### src/rtl/instr_decode_issue.sv
// instr_decode_issue: buffers fetched words in a FIFO, decodes and issues one op per cycle, stalls on multiply
module instr_decode_issue #(
  parameter int DEPTH = 4,
  localparam int CW = $clog2(DEPTH) + 1
) (
  input  logic          clk,
  input  logic          id_rst,
  input  logic          id_en,
  input  logic [25:0]   id_IW,
  input  logic          id_mm_done,
  output logic          id_mm_start,
  output logic          id_we,
  output logic [1:0]    id_alu_op,
  output logic [4:0]    id_rd,
  output logic [4:0]    id_rs,
  output logic [4:0]    id_rt,
  output logic [16:0]   id_imm,
  output logic [CW-1:0] id_count,
  output logic          id_overflow,
  output logic          id_illegal,
  output logic          id_halted
);
  localparam int AW = $clog2(DEPTH);
  typedef enum logic [1:0] {RUN, MM_WAIT, HALTED} state_t;
  state_t state, state_nx;
  logic [25:0] mem [DEPTH];
  logic [AW-1:0] wp, rp;
  logic [25:0] head;
  logic [3:0] op;
  logic push_req, push, pop;
  assign head = mem[rp];
  assign op = head[25:22];
  assign id_halted = state == HALTED;
  // A full FIFO still accepts a word when the head leaves on the same edge
  always_comb begin
    push_req = id_en && state != HALTED && id_IW[25:22] != 4'd0;
    pop = state == RUN && id_count != '0;
    push = push_req && (id_count != CW'(DEPTH) || pop);
    state_nx = state;
    if (state == MM_WAIT && id_mm_done) state_nx = RUN;
    else if (pop) state_nx = op == 4'd4 ? MM_WAIT : op == 4'd15 ? HALTED : RUN;
  end
  // State register; reset abandons any multiply in flight
  always_ff @(posedge clk)
    if (id_rst) state <= RUN;
    else state <= state_nx;
  // FIFO storage needs no reset: only entries between the pointers are ever read
  always_ff @(posedge clk)
    if (push) mem[wp] <= id_IW;
  // Pointers wrap naturally at the power-of-two depth
  always_ff @(posedge clk)
    if (id_rst) begin
      wp <= '0;
      rp <= '0;
      id_count <= '0;
    end else begin
      if (push) wp <= wp + 1'b1;
      if (pop) rp <= rp + 1'b1;
      id_count <= id_count + CW'(push) - CW'(pop);
    end
  // Issue: strobes pulse for one cycle, fields hold until the next issue
  always_ff @(posedge clk)
    if (id_rst) begin
      id_we <= 1'b0;
      id_mm_start <= 1'b0;
      id_alu_op <= '0;
      id_rd <= '0;
      id_rs <= '0;
      id_rt <= '0;
      id_imm <= '0;
      id_overflow <= 1'b0;
      id_illegal <= 1'b0;
    end else begin
      id_we <= pop && op >= 4'd1 && op <= 4'd3;
      id_mm_start <= pop && op == 4'd4;
      id_overflow <= id_overflow | (push_req & ~push);
      id_illegal <= id_illegal | (pop && op >= 4'd5 && op <= 4'd14);
      if (pop && op >= 4'd1 && op <= 4'd4) begin
        id_rd <= head[21:17];
        id_rs <= head[16:12];
        id_rt <= head[11:7];
      end
      if (pop && op >= 4'd1 && op <= 4'd3) begin
        id_alu_op <= op[1:0] - 2'd1;
        id_imm <= head[16:0];
      end
    end
endmodule

### config.mk
export PLATFORM = sky130hd
export DESIGN_NAME = instr_decode_issue
export DESIGN_NICKNAME = d
export VERILOG_FILES = /design/src/rtl/instr_decode_issue.sv
export SDC_FILE = /design/constraint.sdc
export NUM_CORES = 1
export LEC_CHECK = 0
export ABC_AREA = 1
export CORE_MARGIN = 2
export CORE_UTILIZATION = 50
export DETAILED_ROUTE_END_ITERATION = 10
export PLACE_DENSITY = 0.75
export SETUP_SLACK_MARGIN = 0.02
export SLEW_MARGIN = 30
export SYNTH_ARGS = -nofsm -noshare
export SYNTH_HDL_FRONTEND = slang
export SYNTH_SLANG_ARGS = --single-unit
### constraint.sdc
create_clock -name clk -period 2.75 [get_ports clk]
set_input_delay 0.55 -clock clk [delete_from_list [all_inputs] [get_ports clk]]
set_output_delay 0.55 -clock clk [all_outputs]
set_load 0.02 [all_outputs]
# Word level (Yosys, flattened, before mapping)
# Memory sizes are Yosys's and may differ from the RTL's. A register that Yosys moved wholly into a read port is not among the register bits.
# Cells that the tools add are included.
dict set report word_totals {
  regBits 47
  latch_bits 0
  ram_bits 104
  rom_bits 0
  input_bits 30
  out_inout_bits 42
  elab_cells 56
  mem_count 1
}
# memory words word_bits read_ports rd_ports_with_merged_regs write_ports line_no
set mem_list {}
lappend mem_list {mem 4 26 1 1 1 26} ;# logic [25:0] mem [DEPTH];
dict set report classes {
  n_addsub 5
  mul 0
  div_mod_pow 0
  order_cmp 5
  eq_ne 6
  shift 0
  n_mux 6
  n_bitwise 4
  n_reduce_logical 16
}
# cell n
set ops {}
lappend ops {{$logic_and A1 B1 Y1} 11}
lappend ops {{$mux W2} 4}
lappend ops {{$add A2 B1 Y2 const B} 2}
lappend ops {{$eq A4 B3 Y1 const B} 1}
lappend ops {{$eq A4 B4 Y1 const B} 1}
lappend ops {{$ge A4 B1 Y1 const B} 1}
lappend ops {{$ge A4 B3 Y1 const B} 1}
lappend ops {{$le A4 B2 Y1 const B} 1}
lappend ops {{$le A4 B3 Y1 const B} 1}
lappend ops {{$le A4 B4 Y1 const B} 1}
lappend ops {{$reduce_bool A4 Y1} 1}
lappend ops {{$add A3 B1 Y3} 1}
lappend ops {{$ne A3 B3 Y1 const B} 1}
lappend ops {{$reduce_bool A3 Y1} 1}
lappend ops {{$sub A3 B1 Y3} 1}
lappend ops {{$eq A2 B1 Y1 const B} 1}
lappend ops {{$eq A2 B2 Y1 const B} 1}
lappend ops {{$logic_not A2 Y1} 1}
lappend ops {{$mux W1} 2}
lappend ops {{$ne A2 B2 Y1 const B} 1}
lappend ops {{$or A1 B1 Y1} 2}
lappend ops {{$reduce_or A2 Y1} 1}
lappend ops {{$sub A2 B1 Y2 const B} 1}
lappend ops {{$and A1 B1 Y1} 1}
lappend ops {{other kinds (2)} 2}

# Longest topological paths before layout
dict set report logic_depth {
  ltp_word 7
  ltp_mapped 17
  ltp_nobuf 14
}

# Worst setup path before layout
# OpenSTA, ideal clock, no wires.
dict set report synth_path {
  path_type {register to register}
  startpoint {register id_count[1]}
  endpoint {memory mem[1][0], enable pin}
  setup_time_ns 0.409
  arrival_ns 2.331
  t_required_ns 2.341
  slack_ns 0.010
  path_stages_with_launch 8
  path_buffers 1
  synth_period_minus_slack_ns 2.740
  cell_sequence {dfxtp_1 > nor3_1 > nor2_1 > buf_2 > nor2_1 > nor2_1 > inv_1 > nor2_1}
}
dict set report synth_between {
  elab_chain_len 6
  word_cells_on_any_way 7
  cone_classes {eq/ne: 1; mux: 2; reduce/logical: 4}
}
# element line_no
set synth_lines {}
lappend synth_lines {{start: declaration} 18} ;# output logic [CW-1:0] id_count,
lappend synth_lines {{start signal: assignment} 59} ;# id_count <= id_count + CW'(push) - CW'(pop);
lappend synth_lines {{$reduce_bool A3 Y1} 37} ;# pop = state == RUN && id_count != '0;
lappend synth_lines {{$logic_and A1 B1 Y1} 37}
lappend synth_lines {{net pop} 30} ;# logic push_req, push, pop;
lappend synth_lines {{$logic_or A1 B1 Y1} 38} ;# push = push_req && (id_count != CW'(DEPTH) || pop);
lappend synth_lines {{$logic_and A1 B1 Y1} 38}
lappend synth_lines {{$mux W1} 49} ;# if (push) mem[wp] <= id_IW;
lappend synth_lines {{$mux W1 (not written as such)} 49}
lappend synth_lines {{end: declaration} 26}
# The timed path passes the listed nets, and every way through them passes these cells.

# Worst setup path in the final report
dict set report layout_path {
  startpoint {input port id_en}
  endpoint {register id_count[2]}
}
dict set report layout_between {
  elab_chain_len 5
}
# element line_no
set layout_lines {}
lappend layout_lines {{start: declaration} 8} ;# input logic id_en,
lappend layout_lines {{$logic_and A1 B1 Y1 (2 in a row)} 36} ;# push_req = id_en && state != HALTED && id_IW[25:22] != 4'd0;
lappend layout_lines {{$logic_and A1 B1 Y1} 38}
lappend layout_lines {{$add A3 B1 Y3} 59}
lappend layout_lines {{$sub A3 B1 Y3} 59}
# Every way passes these cells.
# A chain may end at the register's enable or synchronous reset.

==> metrics.md <==
| Metric | Value |
|---|---|
| Status | `completed` |
| Yosys reg bits | `153` |
| Post-Syn Area per Cell | `10.6 um^2` |
| WL per Instance | `15.8 um` |
| Clock tree sinks | `153` |
| CTS Hold Buffers Added | `0` |
| Post-DP HPWL | `8.17 mm` |
| Met3 Use GR | `5.03%` |
| Switching part of the total | `36.1%` |
| Worst hold slack | `0.471 ns` |
| Slew @ Worst Pin | `0.547 ns` |
| Synthesized instance count | `573` |
| Synth Flop Type | `edfxtp_1` |
| CP arrival | `2.81 ns` |
| Seq pwr share | `35.4%` |
| Synth warnings | `0` |
| Post-synthesis cell type count | `25` |
| Max Cap Viol | `0` |
| Clock Path Buffers | `2` |
| Synth Cell Area | `0.00608 mm^2` |
| Overflow after GRT | `0` |
| Initial antenna violation count | `0` |
| Final Core Density | `64.1%` |
| Drt initial violations | `358` |
| Placed Area | `0.00704 mm^2` |
| DRC | `0` |
| Root Driver | `clkbuf_16` |
| Die Y | `114 um` |
| Pwr dens | `1160 mW/mm^2` |
| First-pass GRT wire length | `21.0 mm` |
| Fmax | `399 MHz` |
| Clk_lat worst skew | `0.41 ns` |
| Min-delay src | `id_overflow` |
| Via density | `5.22` |
| Critical register-to-register path startpoint | `id_count[1]` |
| Async set-reset flop share out of synthesis | `0%` |
| EDFF count, synth | `104` |
| Die width | `114 um` |
| # IOs | `72` |
| Vias in the first global route | `4135` |
| Slew Limit Fails | `0` |
| Overall power | `8920 uW` |
| Number of I/O port buffers | `71` |
| Area Overhead vs Synth | `26.2%` |
| Nature of the critical path startpoint | `input port` |
| Comb power frac | `37.8%` |
| Tcrit/Tclk final | `91.2%` |
| Final instance area | `0.00767 mm^2` |
| Met1 Use GR | `27.7%` |
| Maximum vdd drop | `0.488 mV` |
| HP Class | `reg2reg` |
| Sequential-to-total area share from yosys stat | `67.5%` |
| Setup CP Type | `in2reg` |
| Busiest grt layer | `met2` |
| Final layout net count | `701` |
| Placer congestion estimate | `0.754` |
| Slew HR | `63.4%` |
| TritonCTS buffer count | `17` |
| CTS clk-pin slew, worst paths | `0.06 ns` |
| Antenna cells | `0` |
| Leak | `0.00302 uW` |
| Crit Path Max Fanout | `2` |
| DIE AREA | `0.0131 mm^2` |
| Initial Util | `50.8%` |
| Area of the core | `0.0120 mm^2` |
| Endpoint class of the critical path | `flop` |
| GR Layer Usage met2 | `34.5%` |
| FP Rows | `40` |
| Final min period | `2.51 ns` |
| RSZ-0062 raised after global routing | `no` |
| CTS resizes | `0` |
| Final hold violation count | `0` |
| CTS tree | `yes` |
| Post-CTS Setup Bufs | `0` |
| Layout cell share with drive strength beyond 1 | `10.4%` |
| Switch Pwr | `3220 uW` |
| Crit. Startpoint | `id_en` |
| Total Wirelength | `13.0 mm` |
| CTS H-tree depth | `4` |
| Final ANT Viol Nets | `0` |
| Cell internal pwr | `5700 uW` |
| Overall routing resource usage | `21.2%` |
| Syn nets | `614` |
| Critical path required time | `3.05 ns` |
| Drt pass-1 iters | `5` |
| Via count | `4282` |
| Largest net degree at the start of global routing | `40` |
| # setup viols final | `0` |
| Clk network pwr share | `26.8%` |
| Skew final | `0.00943 ns` |
| Internal reg-to-reg setup slack | `0.29 ns` |
[registers in the layout, summed over array words and instances (netlist names), named ones only]
name	count
id_alu_op	2
state	2
mem	104
id_we	1
rp	2
id_illegal	1
id_count	3
id_overflow	1
id_rt	5
id_rs	5
id_rd	5
id_mm_start	1
id_imm	17
wp	2
[final cells by class]
| cell class | count | area (um^2) |
|---|---|---|
| well taps | 147 | 184 |
| fillers | 893 | 4290 |
| inverters | 49 | 186 |
| repair buffers | 96 | 911 |
| clock inverters | 4 | 48.8 |
| flip-flops and latches | 153 | 4100 |
| multi-input cells | 343 | 1660 |
| clock buffers | 28 | 576 |
[kinds of logic after synthesis]
family	Yosys count	share of synthesized area, %
AOI/OAI and AO/OA	91	8.15
DFF	153	67.5
adders and majority gates	11	2.39
buffers and inverters	77	5.45
xor gates and xnor gates	1	0.144
and+or+nand+nor	240	16.4
[worst paths after layout]
path	to	cells past startpoint
max	id_count[2]	14
min	id_overflow	2
min reg2reg	id_overflow	2
max reg2reg	id_count[2]	13
[critical path, cell delays in order]
cell,delay (ns)
clkdlybuf4s50_1,0.46
inv_1,0.04
nor2_1,0.14
nand2_1,0.07
nor2_1,0.16
inv_1,0.08
ha_1,0.29
inv_1,0.06
ha_1,0.14
inv_1,0.05
fa_1,0.41
xor2_2,0.17
o21ai_0,0.15
a21oi_1,0.06
[Yosys cell counts (2+ instances only)]
library cell,n,area share (%)
nand3b_1,9,1.1
buf_6,3,0.56
buf_4,2,0.25
nand3_2,2,0.33
buf_2,8,0.66
nor2_1,125,7.7
nand2_1,87,5.4
nand2_4,4,0.74
o21ai_0,49,4.0
a21oi_1,18,1.5
dfxtp_1,49,16
o22ai_1,22,2.3
ha_1,10,2.1
edfxtp_1,104,51
inv_1,46,2.8
nor3_1,2,0.16
clkbuf_1,15,0.93
inv_2,2,0.12
nand3_1,10,0.82
[stage by stage]
stage / setup TNS, ns / worst slack (ns) / std cells
5_1_grt: 0 / 0.0391 / 820
2_1_floorplan: 0 / 0.0103 / 573
3_5_place_dp: -0.112 / -0.112 / 788
3_3_place_gp: -0.0322 / -0.0322 / 788
4_1_cts: 0 / 0.286 / 820
6_report: 0 / 0.241 / 820
[metal layers]
layer,up-vias,wire (um)
li1,2088,-
met1,2017,5750
met2,161,6280
met3,16,720
met4,0,216
met5,-,0
[placed cells by master (no fill, tap or decap)]
cell,n
nor2_1,121
edfxtp_1,104
nand2_1,87
clkdlybuf4s50_1,71
o21ai_0,49
dfxtp_1,49
inv_1,46
buf_4,24
o22ai_1,22
clkbuf_16,21
a21oi_1,18
nand3_1,10
ha_1,10
nand3b_1,9
nand2_4,4
nor2_2,4
clkbuf_2,3
nor3_1,2
nand3_2,2
inv_2,2
clkinv_2,2
clkbuf_8,2
clkbuf_1,2
inv_4,1
nand4_1,1
a21oi_4,1
xor2_2,1
a31oi_1,1
fa_1,1
clkinv_4,1
bufinv_16,1
buf_12,1
[power by group through the flow]
stage	logic, uW	clock network [uW]	registers, uW
global placement	3210	0	3180
CTS	3360	2420	3160
finish	3370	2390	3160
floorplan	1970	0	3440
detailed placement	3310	0	3200
global route	3750	2520	3210
(Power assumes the default switching activity.)
